<file path="src/rtl/mastermind_round_ctrl.sv">
// Mastermind round sequencer: code/guess entry on LOAD rises, clear + 4 compares + settle + judge (scores at T+8).
// Define MM_GUESS_LIMIT_EN to enable the guess limit (LOST); otherwise guess_count saturates and LOST is unreachable.
module mastermind_round_ctrl #(
  parameter int MAX_GUESSES = 8,
  parameter int GC_W        = 4
) (
  input  logic            clk,
  input  logic            resetn,
  input  logic            load,
  input  logic [2:0]      red_in,
  input  logic [2:0]      white_in,
  output logic [3:0]      load_code,
  output logic [3:0]      load_guess,
  output logic            clr_score,
  output logic            cmp_en,
  output logic [1:0]      cmp_idx,
  output logic [2:0]      score_red,
  output logic [2:0]      score_white,
  output logic [GC_W-1:0] guess_count,
  output logic            game_won,
  output logic            game_lost
);

  typedef enum logic [2:0] {
    S_CODE_SEL, S_GUESS_SEL, S_CLEAR, S_CMP, S_SETTLE, S_JUDGE, S_WON, S_LOST
  } state_t;

  state_t          r_state, w_state_nxt;
  logic [1:0]      r_pos, w_pos_nxt;
  logic            r_load_q;
  logic [2:0]      r_score_red, r_score_white;
  logic [GC_W-1:0] r_guess_count;
  logic            r_won, r_lost;

  logic            w_load_rise;
  logic [GC_W:0]   w_gc_inc;
  logic [GC_W-1:0] w_gc_judged;
  logic            w_judge_won, w_judge_lost;
  logic            w_restart;

  assign w_load_rise = load & ~r_load_q;
  assign w_gc_inc    = {1'b0, r_guess_count} + {{GC_W{1'b0}}, 1'b1};
  assign w_judge_won = (red_in == 3'd4);
  assign w_restart   = ((r_state == S_WON) || (r_state == S_LOST)) && w_load_rise;

`ifdef MM_GUESS_LIMIT_EN
  assign w_judge_lost = ~w_judge_won & (w_gc_inc == (GC_W+1)'(MAX_GUESSES));
  assign w_gc_judged  = w_gc_inc[GC_W-1:0];
`else
  assign w_judge_lost = 1'b0;
  // Hold at all-ones instead of wrapping to zero.
  assign w_gc_judged  = w_gc_inc[GC_W] ? r_guess_count : w_gc_inc[GC_W-1:0];
`endif

  always_ff @(posedge clk or negedge resetn) begin
    if (!resetn) begin
      r_state <= S_CODE_SEL;
      r_pos   <= 2'd0;
    end else begin
      r_state <= w_state_nxt;
      r_pos   <= w_pos_nxt;
    end
  end

  always_comb begin
    w_state_nxt = r_state;
    w_pos_nxt   = r_pos;
    load_code   = 4'b0000;
    load_guess  = 4'b0000;
    clr_score   = 1'b0;
    cmp_en      = 1'b0;
    cmp_idx     = 2'd0;
    case (r_state)
      S_CODE_SEL: begin
        if (w_load_rise) begin
          load_code[r_pos] = 1'b1;
          w_pos_nxt        = r_pos + 2'd1;
          if (r_pos == 2'd3) w_state_nxt = S_GUESS_SEL;
        end
      end
      S_GUESS_SEL: begin
        if (w_load_rise) begin
          load_guess[r_pos] = 1'b1;
          w_pos_nxt         = r_pos + 2'd1;
          if (r_pos == 2'd3) w_state_nxt = S_CLEAR;
        end
      end
      S_CLEAR: begin
        clr_score   = 1'b1;
        w_pos_nxt   = 2'd0;
        w_state_nxt = S_CMP;
      end
      S_CMP: begin
        cmp_en    = 1'b1;
        cmp_idx   = r_pos;
        w_pos_nxt = r_pos + 2'd1;
        if (r_pos == 2'd3) w_state_nxt = S_SETTLE;
      end
      // Scorer output is registered; one idle cycle lets the idx-3 update land.
      S_SETTLE: w_state_nxt = S_JUDGE;
      S_JUDGE: begin
        w_pos_nxt = 2'd0;
        if (w_judge_won)       w_state_nxt = S_WON;
        else if (w_judge_lost) w_state_nxt = S_LOST;
        else                   w_state_nxt = S_GUESS_SEL;
      end
      S_WON, S_LOST: begin
        if (w_load_rise) begin
          w_pos_nxt   = 2'd0;
          w_state_nxt = S_CODE_SEL;
        end
      end
      default: begin
        w_pos_nxt   = 2'd0;
        w_state_nxt = S_CODE_SEL;
      end
    endcase
  end

  // load_q resets high so a button held through reset produces no rise.
  always_ff @(posedge clk or negedge resetn) begin
    if (!resetn) begin
      r_load_q      <= 1'b1;
      r_score_red   <= 3'd0;
      r_score_white <= 3'd0;
      r_guess_count <= '0;
      r_won         <= 1'b0;
      r_lost        <= 1'b0;
    end else begin
      r_load_q <= load;
      if (r_state == S_JUDGE) begin
        r_score_red   <= red_in;
        r_score_white <= white_in;
        r_guess_count <= w_gc_judged;
        r_won         <= w_judge_won;
        r_lost        <= w_judge_lost;
      end else if (w_restart) begin
        r_score_red   <= 3'd0;
        r_score_white <= 3'd0;
        r_guess_count <= '0;
        r_won         <= 1'b0;
        r_lost        <= 1'b0;
      end
    end
  end

  assign score_red   = r_score_red;
  assign score_white = r_score_white;
  assign guess_count = r_guess_count;
  assign game_won    = r_won;
  assign game_lost   = r_lost;

endmodule
</file>
<file path="config.mk">
export PLATFORM = sky130hd
export DESIGN_NAME = mastermind_round_ctrl
export DESIGN_NICKNAME = d
export VERILOG_FILES = /design/src/rtl/mastermind_round_ctrl.sv
export SDC_FILE = /design/constraint.sdc
export NUM_CORES = 1
export LEC_CHECK = 0
export ABC_AREA = 1
export BUFFER_PORTS_ARGS = -buffer_cell sky130_fd_sc_hd__buf_2
export CAP_MARGIN = 15
export CORE_MARGIN = 10
export CORE_UTILIZATION = 45
export CTS_BUF_LIST = sky130_fd_sc_hd__clkbuf_16
export DETAILED_ROUTE_END_ITERATION = 7
export HOLD_SLACK_MARGIN = 0.03
export PLACE_DENSITY = 0.8
export SYNTH_ARGS = -nofsm -noshare
export SYNTH_HDL_FRONTEND = slang
export SYNTH_SLANG_ARGS = --single-unit
</file>
<file path="constraint.sdc">
create_clock -name clk -period 2.1 [get_ports clk]
set_input_delay 0.105 -clock clk [delete_from_list [all_inputs] [get_ports clk]]
set_output_delay 0.105 -clock clk [all_outputs]
set_load 0.1 [all_outputs]
</file>
### After elaboration in Yosys (flattened, before gate mapping)

Index checks and enable logic that the tools add are counted.
W data, S select, Z words.

| storage, ports and cells | value |
|---|---|
| output and inout bits | 24 |
| bits in writable memories | 0 |
| flip-flop bits (word level) | 18 |
| bits in latches | 0 |
| memories kept | 0 |
| word-level logic and storage cells | 71 |
| bits in read-only memories | 0 |
| input port bits | 9 |

| operators by class | value |
|---|---|
| reductions and logical operators | 12 |
| mux-type cells | 28 |
| divide/modulo/power cells | 0 |
| add/sub/neg operators | 2 |
| bitwise logic cells | 2 |
| equality and inequality tests | 17 |
| order comparisons | 2 |
| shift-type cells | 0 |
| multiply operators | 0 |

Operator list:

| kind | number |
|---|---|
| $mux W3 | 10 |
| $mux W4 | 6 |
| $pmux W3 S7 | 1 |
| $eq A3 B3 Y1 const B | 5 |
| $ne A2 B2 Y1 const B | 7 |
| $pmux W2 S4 | 1 |
| $eq A3 B2 Y1 const B | 2 |
| $mux W1 | 6 |
| $mux W2 | 3 |
| $reduce_and A6 Y1 | 1 |
| $reduce_or A2 Y1 | 3 |
| $add A4 B1 Y5 const B | 1 |
| $reduce_bool A4 Y1 | 1 |
| $eq A3 B1 Y1 const B | 1 |
| $logic_not A3 Y1 | 1 |
| $lt A2 B3 Y1 const B | 1 |
| $reduce_and A3 Y1 | 1 |
| $add A2 B1 Y2 const B | 1 |
| $demux W1 S2 | 1 |
| $eq A2 B2 Y1 const B | 1 |
| $ge A2 B1 Y1 const B | 1 |
| $logic_and A1 B1 Y1 | 2 |
| $ne A2 B1 Y1 const B | 1 |
| $reduce_and A2 Y1 | 1 |
| other kinds (4) | 4 |

### Depth between registers and ports, before layout

Gate-level depths: netlist of the first run.

| depth | value |
|---|---|
| depth after elaboration | 6 |
| gate-level depth with buffers | 8 |
| mapped depth without buffers | 8 |

### Worst setup path after synthesis of the first run

OpenSTA, ideal clock, no wires.

| timing | value |
|---|---|
| path type | register to output |
| start point | reg r_state[1] |
| end point | out load_code[0] |
| buffers on the path | 1 |
| arrival time | 2.773 ns |
| stages on the path, launching flop included | 5 |
| setup slack | -0.778 ns |
| data required time | 1.995 ns |
| path through | dfrtp_1 > buf_4 > nor2_1 > nand2_1 > nor3_1 |

| between the ends | value |
|---|---|
| longest elaborated chain between the ends | 2 |

Ends and longest elaborated chain:

| element | line | source |
|---|---|---|
| from (decl) | 28 | `state_t r_state, w_state_nxt;` |
| from (signal assigned) | 60 | `r_state <= w_state_nxt;` |
| $logic_not A3 Y1 | 73 | `case (r_state)` |
| $mux W4 | 73 |  |
| to (decl) | 12 | `output logic [3:0] load_code,` |

Every way passes these cells.

### Worst setup path in the final report of the first run

Ends and elaborated chain as after synthesis.

==> flow_metrics.py, run 1 <==
metrics = {
    "worst_setup_path": {
        "reg2reg_depth": 5,
        "cp-start-kind": "register",
        "crit_type": "reg -> out",
        "r2r-end": "guess_count[0]$_DFFE_PN0P_",
        "arrival_ns": 1.73,
        "cp-end-kind": "output port",
        "worstPathRequired_ns": 2.00,
        "timing.rr.start": "r_state[1]$_DFFE_PN0P_",
        "critPathMaxFanout": 9,
        "r2r_slack_ns": 0.61,
    },
    "routing": {
        "drt_pass1_iterations": 4,
        "route.detailed.drc": 0,
        "wire_per_inst_um": 11.7,
        "drt_iter0_drc": 55,
        "final_antenna_net_count": 0,
        "via_per_inst": 4.91,
        "wl_mm": 2.47,
        "vias": 1036,
    },
    "yosys": {
        "synth_seq_cells": 17,
        "syn_area_per_cell_um2": 7.08,
        "synthAdderAreaFrac_pct": 5.89,
        "synth_top_family_by_area": "simple AND/OR/NAND/NOR gates",
        "synth_nets": 164,
        "synthMuxAreaShare_pct": 0,
        "synth_top_area_share_pct": 37.7,
        "syn_area_um2": 1060,
        "synth_compound_area_share_pct": 2.36,
        "yosys-top-cells-area": "dfrtp_1 (38%), nand2_1 (17%), nand3_1 (9.0%)",
        "synthXorXnorAreaFrac_pct": 0,
        "synth_cells": 150,
        "synth_top_cell_by_area": "dfrtp_1",
        "synth.distinct_cells": 22,
        "ys_seq_area_share_pct": 40.2,
        "synth-warning-count": 0,
        "synth-simple-area-share_pct": 40.2,
    },
    "final_layout": {
        "drive_gt1_share_pct": 23.0,
        "utilization_pct": 59.4,
        "layout_commonest_cell": "nand2_1",
        "syn_to_final_growth_pct": 24.9,
        "fillers": 228,
        "mostFrequentLayoutCells": "nand2_1 (48), buf_2 (31), inv_1 (24)",
        "nNetsFinal": 198,
        "n_antenna_cell": 0,
    },
    "sta": {
        "fmax_ghz": 0.544,
        "slew_viol_final": 0,
        "clock_skew_ns": 0.00175,
        "rsz0062_at_grt": "no",
        "fin_crit_sh_pct": 87.5,
        "final-hold-violation-count": 0,
        "hold_slack_ns": 0.0628,
        "setup_violations": 0,
        "min_period_ns": 1.84,
    },
    "clock_network": {
        "path_clk_slew_ns": 0.05,
        "cts-buffers-inserted": 3,
        "clkSinkCount": 17,
        "clk_latency_ns": 0.24,
        "cts_setup_buffers": 0,
        "cts_buffer_depth": 2,
        "cts_tree": "yes",
        "ctsHtreeMaxLevel": 1,
        "cts_root_buf": "clkbuf_16",
    },
    "global_routing": {
        "grt_first_pass_wirelength_mm": 4.31,
        "grt_pass1_vias": 1060,
        "grt_max_degree": 18,
        "overflow": 0,
        "antenna_found_initial": 0,
        "grtUsageTotal_pct": 11.5,
    },
    "floorplan": {
        "die_y_um": 68.6,
        "fp.dieW_um": 68.6,
        "rows": 17,
        "die_area_um2": 4700,
        "io-pin-count": 33,
        "start_util_pct": 47.6,
        "core_region_area_um2": 2230,
    },
    "hold_path": {
        "hold_start": "white_in[2]",
        "whs_path_depth": 3,
        "hold_path.class": "in -> reg",
        "worstHoldEndpoint": "score_white[2]$_DFFE_PN0P_",
    },
    "placement": {
        "place.gp.congestion": 0.823,
        "portBuffers": 31,
        "hpwl_mm": 2.00,
    },
    "job": {
        "cap_viol_max_count": 0,
    },
    "status": {
        "outcome": "finished clean",
    },
}
through the flow:
step / setup slack, ns / TNS (ns) / instances / instance area (µm²)
after floorplan: -0.778 / -6.17 / 150 / 1060
after global placement: 0.640 / 0 / 205 / 1230
after detailed placement: 0.550 / 0 / 205 / 1230
after CTS: 0.286 / 0 / 211 / 1330
after global routing: 0.148 / 0 / 211 / 1330
final: 0.262 / 0 / 211 / 1330
registers in the layout, indices dropped and copies added (netlist names):
name,cells
guess_count,4
score_red,3
r_load_q,1
r_state,3
r_pos,2
game_won,1
score_white,3
worst max path at each step:
stage	startpoint	endpoint	slack, ns
2_1_floorplan	r_state[1]$_DFFE_PN0P_	load_code[0]	-0.78
3_3_place_gp	r_state[1]$_DFFE_PN0P_	guess_count[0]$_DFFE_PN0P_	0.64
3_5_place_dp	r_state[2]$_DFFE_PN0P_	load_guess[0]	0.55
4_1_cts	r_state[2]$_DFFE_PN0P_	load_guess[0]	0.29
5_1_grt	r_state[1]$_DFFE_PN0P_	load_code[1]	0.15
6_report	r_state[1]$_DFFE_PN0P_	load_code[0]	0.26
kinds of logic (layout without fill, tap and decap cells):
group,after synthesis,count (layout)
AOI/OAI and AO/OA,5,5
adders and majority gates,5,5
buffers and inverters,28,61
DFF,17,17
other,1,1
and+or+nand+nor,94,94
cells in the mapped netlist (all sizes together):
cell   count
nand4      1
inv       24
a21oi      2
ha         5
nand3     20
dfrtp     16
o21ai      3
or2        1
nand2     50
dfstp      1
nor2      14
conb       1
buf        4
nor3       8
timing repair:
action / 4_1_cts / 5_1_grt
resized for setup: 0 / 0
hold buffers: 2 / 0
hold endpoints to repair: 17 / 0
setup endpoints to repair: 0 / 0
metal layers:
metal / vias up / global-route usage [%] / wire length (µm)
li1: 530 / - / -
met1: 477 / 12.1 / 1040
met2: 27 / 21.2 / 1180
met3: 2 / 3.38 / 241
met4: 0 / 4.02 / 12
met5: - / 0 / 0
area by class of cell:
| cell class | count | area [µm²] | share of cell area, % |
|---|---|---|---|
| Clock inverter | 1 | 3.75 | 0.283 |
| Multi-Input combinational cell | 105 | 518 | 39.1 |
| Tap cell | 28 | 35.0 | 2.64 |
| Sequential cell | 17 | 427 | 32.2 |
| Timing Repair Buffer | 33 | 175 | 13.2 |
| Clock buffer | 3 | 75.1 | 5.66 |
| Inverter | 24 | 92.6 | 6.98 |
worst max-delay path, cell delays in order (launching register included):
cell and delay, ns:
dfrtp_1 0.51, nor2_1 0.21, nand2_1 0.12, nor3_1 0.18, buf_2 0.47
Power of run 1 is left out: the tool's default activity adds up to more than one toggle a clock period on the data nets, which glitch-free logic cannot reach.
==> run 2, diff against run 1 <==
--- a/config.mk
+++ b/config.mk
@@ -14,6 +14,7 @@
 export DETAILED_ROUTE_END_ITERATION = 7
 export HOLD_SLACK_MARGIN = 0.03
 export PLACE_DENSITY = 0.8
+export RECOVER_POWER = 25
 export SYNTH_ARGS = -nofsm -noshare
 export SYNTH_HDL_FRONTEND = slang
 export SYNTH_SLANG_ARGS = --single-unit
==> run 2 against run 1 <==
Net effect: critical path depth is the same; non-clock buffer count stayed put; register-to-register slack about the same; worst hold slack is essentially flat; clock skew about the same; cell area shrank 0.19%; die area is the same; flip-flop and latch count unchanged; setup slack hardly changed; via count is the same; core utilization is 0.11 points lower; critical path type unchanged; highest routed layer unchanged.
==> flow_metrics.py, run 2 (same netlist as run 1, synthesis figures left out) <==
metrics = {
    "worst_setup_path": {
        "crit_type": "reg -> out",
        "crit_family": "flip-flops",
        "cp_slowest_cell": "dfrtp_1",
        "crit_buf_inv": 1,
        "arrival_ns": 1.73,
        "max_stage_delay_ns": 0.51,
        "worstPathRequired_ns": 2.00,
        "critPathMaxFanout": 9,
        "cp-end-kind": "output port",
        "cp_cell_sequence": "nor2_1, nand2_1, nor3_1, buf_2",
        "cp-start-kind": "register",
    },
    "routing": {
        "vias": 1036,
        "wire_per_inst_um": 11.7,
        "wl_mm": 2.47,
        "route.detailed.drc": 0,
        "via_per_inst": 4.91,
        "drt_pass1_iterations": 4,
        "final_antenna_net_count": 0,
        "drt_iter0_drc": 55,
    },
    "floorplan": {
        "core_region_area_um2": 2230,
        "die_area_um2": 4700,
        "io-pin-count": 33,
        "rows": 17,
        "start_util_pct": 47.6,
        "die_y_um": 68.6,
        "fp.dieW_um": 68.6,
    },
    "clock_network": {
        "path_clk_slew_ns": 0.05,
        "cts_root_buf": "clkbuf_16",
        "cts_tree": "yes",
        "ctsHtreeMaxLevel": 1,
        "clkSinkCount": 17,
        "cts-buffers-inserted": 3,
        "cts_buffer_depth": 2,
        "cts_setup_buffers": 0,
        "clk_latency_ns": 0.24,
    },
    "final_layout": {
        "mostFrequentLayoutCells": "nand2_1 (48), buf_2 (29), inv_1 (24)",
        "layout_commonest_cell": "nand2_1",
        "n_antenna_cell": 0,
        "utilization_pct": 59.3,
        "postLayoutCellArea_um2": 1320,
        "largest_reg_flops": 4,
        "nNetsFinal": 198,
        "syn_to_final_growth_pct": 24.6,
        "drive_gt1_share_pct": 21.9,
    },
    "status": {
        "outcome": "finished clean",
    },
    "sta": {
        "slew_viol_final": 0,
        "min_period_ns": 1.84,
        "worst_pin_slew_ns": 0.899,
        "setup_violations": 0,
        "tns_ns": 0,
        "slew_headroom_pct": 40.1,
        "fmax_ghz": 0.544,
        "final-hold-violation-count": 0,
        "clock_skew_ns": 0.00175,
        "hold_slack_ns": 0.0628,
        "rsz0062_at_grt": "no",
        "fin_crit_sh_pct": 87.5,
    },
    "global_routing": {
        "antenna_found_initial": 0,
        "grt_pass1_vias": 1060,
        "grt_first_pass_wirelength_mm": 4.31,
        "overflow": 0,
        "grtUsageTotal_pct": 11.5,
        "grt_max_degree": 18,
    },
    "placement": {
        "hpwl_mm": 2.00,
        "place.gp.congestion": 0.823,
        "placed_area_um2": 1230,
        "portBuffers": 31,
    },
    "job": {
        "cap_viol_max_count": 0,
    },
    "hold_path": {
        "hold_path.class": "in -> reg",
    },
}
-- run 2: changes by cell type in the layout (fill, tap and decap cells not counted) --
| cell | before | now |
|---|---|---|
| clkbuf_1 | 0 | 2 |
| buf_2 | 31 | 29 |
-- run 2: final timing paths --
kind                                            startpoint                         end  slack [ns]  depth (start not counted)
worst min register to register  score_white[0]$_DFFE_PN0P_  score_white[0]$_DFFE_PN0P_        0.49                          2
worst max-delay path                r_state[1]$_DFFE_PN0P_                load_code[0]        0.26                          4
max in group asynchronous                           resetn        r_pos[0]$_DFFE_PN0P_        1.04                          2
worst min-delay path                           white_in[2]  score_white[2]$_DFFE_PN0P_        0.06                          3
min in group asynchronous                           resetn  score_white[1]$_DFFE_PN0P_        0.51                          2
worst max register to register      r_state[1]$_DFFE_PN0P_  guess_count[0]$_DFFE_PN0P_        0.61                          5
-- run 2: repair_timing --
item | CTS | global route
resized for setup | 0 | 0
setup endpoints to repair | 0 | 0
hold endpoints to repair | 17 | 0
hold buffers | 2 | 0
-- run 2: routing by layer --
layer / share of wire, % / global-route usage, % / up-vias
met5: 0 / 0 / -
met4: 0.49 / 4.02 / 0
met3: 9.8 / 3.38 / 2
met2: 48 / 21.2 / 27
met1: 42 / 12.1 / 477
li1: - / - / 530
-- run 2: per-stage QoR --
step,cells,setup WS (ns)
after global routing,211,0.104
after floorplan,150,-0.778
after global placement,205,0.640
final,211,0.262
after CTS,211,0.286
after detailed placement,205,0.550
-- run 2: worst reg2reg max path: stages, from the launching register on --
cell and delay, ns:
dfrtp_1 0.57, nand2_1 0.09, inv_1 0.12, nand3_1 0.32
nand2_1 0.19, a21oi_1 0.08
-- run 2: area by class of cell --
cell class	instances	area (µm²)
Timing Repair Buffer	33	173
Tap cell	28	35.0
Sequential cell	17	427
Multi-Input combinational cell	105	518
Inverter	24	92.6
Clock inverter	1	3.75
Clock buffer	3	75.1
Fill cell	227	910
Power of run 2 is left out for the same reason.
==> run 3, diff against run 2 <==
--- a/config.mk
+++ b/config.mk
@@ -14,7 +14,6 @@
 export DETAILED_ROUTE_END_ITERATION = 7
 export HOLD_SLACK_MARGIN = 0.03
 export PLACE_DENSITY = 0.8
-export RECOVER_POWER = 25
 export SYNTH_ARGS = -nofsm -noshare
 export SYNTH_HDL_FRONTEND = slang
 export SYNTH_SLANG_ARGS = --single-unit
==> constraint.sdc (replaced) <==
create_clock -name clk -period 2.1 [get_ports clk]
set_input_delay 0.42 -clock clk [delete_from_list [all_inputs] [get_ports clk]]
set_output_delay 0.42 -clock clk [all_outputs]
set_load 0.1 [all_outputs]
==> run 3 against run 2 <==
Net effect: sequential share of layout area down 4.0 points; flip-flop and latch count unchanged; first-iteration DRC count increased by 36%; clock skew barely moved; clock-buffer cell count unchanged; worst hold slack better by 0.017 ns; register-to-register slack worse by 0.09 ns; cell area is 14% higher; global-route usage up 1.9 points; non-clock buffer count is 2 lower; setup slack worse by 0.20 ns; critical path type unchanged; largest cell class unchanged.
==> flow_metrics.py, run 3 (same netlist as run 1, synthesis figures left out) <==
metrics = {
    "sta": {
        "clock_skew_ns": 0.00153,
        "fin_crit_sh_pct": 97.0,
        "fmax_ghz": 0.491,
        "tns_ns": 0,
        "rsz0062_at_grt": "no",
        "slew_viol_final": 0,
        "min_period_ns": 2.04,
        "final-hold-violation-count": 0,
        "setup_violations": 0,
    },
    "global_routing": {
        "grt_first_pass_wirelength_mm": 4.77,
        "antenna_found_initial": 0,
        "grt_pass1_vias": 1028,
        "grt_max_degree": 18,
        "grtUsageTotal_pct": 13.4,
        "overflow": 0,
    },
    "final_layout": {
        "nNetsFinal": 196,
        "mostFrequentLayoutCells": "nand2_1 (46), inv_1 (23), buf_2 (21)",
        "largest_reg_flops": 4,
        "syn_to_final_growth_pct": 42.2,
        "drive_gt1_share_pct": 29.8,
        "regArea_um2": 427,
        "n_antenna_cell": 0,
        "postLayoutCellArea_um2": 1510,
        "layout_commonest_cell": "nand2_1",
        "fillers": 172,
        "multi_input_comb_area_um2": 593,
    },
    "clock_network": {
        "path_clk_slew_ns": 0.05,
        "cts-buffers-inserted": 3,
        "ctsHtreeMaxLevel": 1,
        "cts_setup_buffers": 0,
        "cts_root_buf": "clkbuf_16",
        "cts_buffer_depth": 2,
        "clkSinkCount": 17,
        "cts_tree": "yes",
        "clk_latency_ns": 0.25,
    },
    "worst_setup_path": {
        "cp_slowest_cell": "dfrtp_1",
        "crit_family": "simple AND/OR/NAND/NOR gates",
        "cp-start-kind": "register",
        "crit_buf_inv": 1,
        "crit_type": "reg -> out",
        "cp_cell_sequence": "nor2_1, nand2_2, nor3_4, buf_12",
        "max_stage_delay_ns": 0.52,
        "arrival_ns": 1.62,
        "worstPathRequired_ns": 1.68,
        "cp-end-kind": "output port",
        "critPathMaxFanout": 9,
    },
    "routing": {
        "routed-wl-met3_um": 134,
        "wire_per_inst_um": 14.0,
        "wl_met2_mm": 1.62,
        "via_per_inst": 5.11,
        "route.detailed.drc": 0,
        "final_antenna_net_count": 0,
        "wl_met1_mm": 1.08,
        "vias": 1069,
        "drt_pass1_iterations": 5,
        "drt_iter0_drc": 75,
        "top_layer": "met4",
        "wl_mm": 2.93,
    },
    "floorplan": {
        "fp.dieW_um": 68.6,
        "rows": 17,
        "core_region_area_um2": 2230,
        "die_y_um": 68.6,
        "io-pin-count": 33,
        "start_util_pct": 47.6,
        "die_area_um2": 4700,
    },
    "placement": {
        "portBuffers": 31,
        "placed_area_um2": 1390,
        "place.gp.congestion": 0.832,
        "hpwl_mm": 2.30,
    },
    "hold_path": {
        "hold_path.class": "in -> async",
    },
    "job": {
        "cap_viol_max_count": 0,
    },
    "status": {
        "outcome": "finished clean",
    },
}
==> run 3: cell count changes in the layout (fill, tap and decap cells not counted) <==
| cell | change |
|---|---|
| nand3_1 | -1 |
| clkbuf_1 | -2 |
| dlygate4sd3_1 | -2 |
| clkinvlp_4 | +1 |
| nand2_1 | -2 |
| nand3_2 | +1 |
| buf_2 | -8 |
| clkbuf_4 | +2 |
| nor3_4 | +4 |
| nand2_2 | +2 |
| buf_12 | +8 |
| inv_1 | -1 |
| nor3_2 | +4 |
| nor3_1 | -8 |
==> run 3: layout make-up <==
type,count,area share (%)
clock buffer,3,4.97
clock inverter,1,0.497
sequential,17,28.3
multi-input combinational,105,39.3
tap,28,2.32
timing repair buffer,31,18.6
inverter,24,6.13
==> run 3: routing by layer <==
metal	up-vias	global-route usage, %
met4	0	4.52
li1	526	-
met2	31	24.7
met5	-	0
met1	501	13.6
met3	11	4.67
==> run 3: path summary, 6_finish.rpt <==
| kind | to | cells after the start | slack [ns] | startpoint |
|---|---|---|---|---|
| max | load_code[1] | 4 | 0.06 | r_state[1]$_DFFE_PN0P_ |
| min | guess_count[3]$_DFFE_PN0P_ | 1 | 0.08 | resetn |
| max reg2reg | score_red[0]$_DFFE_PN0P_ | 5 | 0.52 | r_state[1]$_DFFE_PN0P_ |
| min reg2reg | score_white[2]$_DFFE_PN0P_ | 2 | 0.49 | score_white[2]$_DFFE_PN0P_ |
| max in group asynchronous | r_load_q$_DFF_PN1_ | 1 | 1.71 | resetn |
| min in group clk | r_load_q$_DFF_PN1_ | 1 | 0.29 | load |
==> run 3: metrics by stage <==
step	std cells	setup WS [ns]	utilization [%]	hold WS [ns]
2_1_floorplan	150	-0.286	-	0.124
3_3_place_gp	205	0.365	62.1	0.356
3_5_place_dp	205	0.274	62.1	0.360
4_1_cts	209	0.00693	65.8	0.0947
5_1_grt	209	0.00389	67.6	0.107
6_report	209	0.0627	67.6	0.0798
==> run 3: timing repair <==
item                       CTS  global route
gates resized for setup      0             9
hold buffers                 0             0
setup endpoints to repair    0             6
Power of run 3 is left out for the same reason.
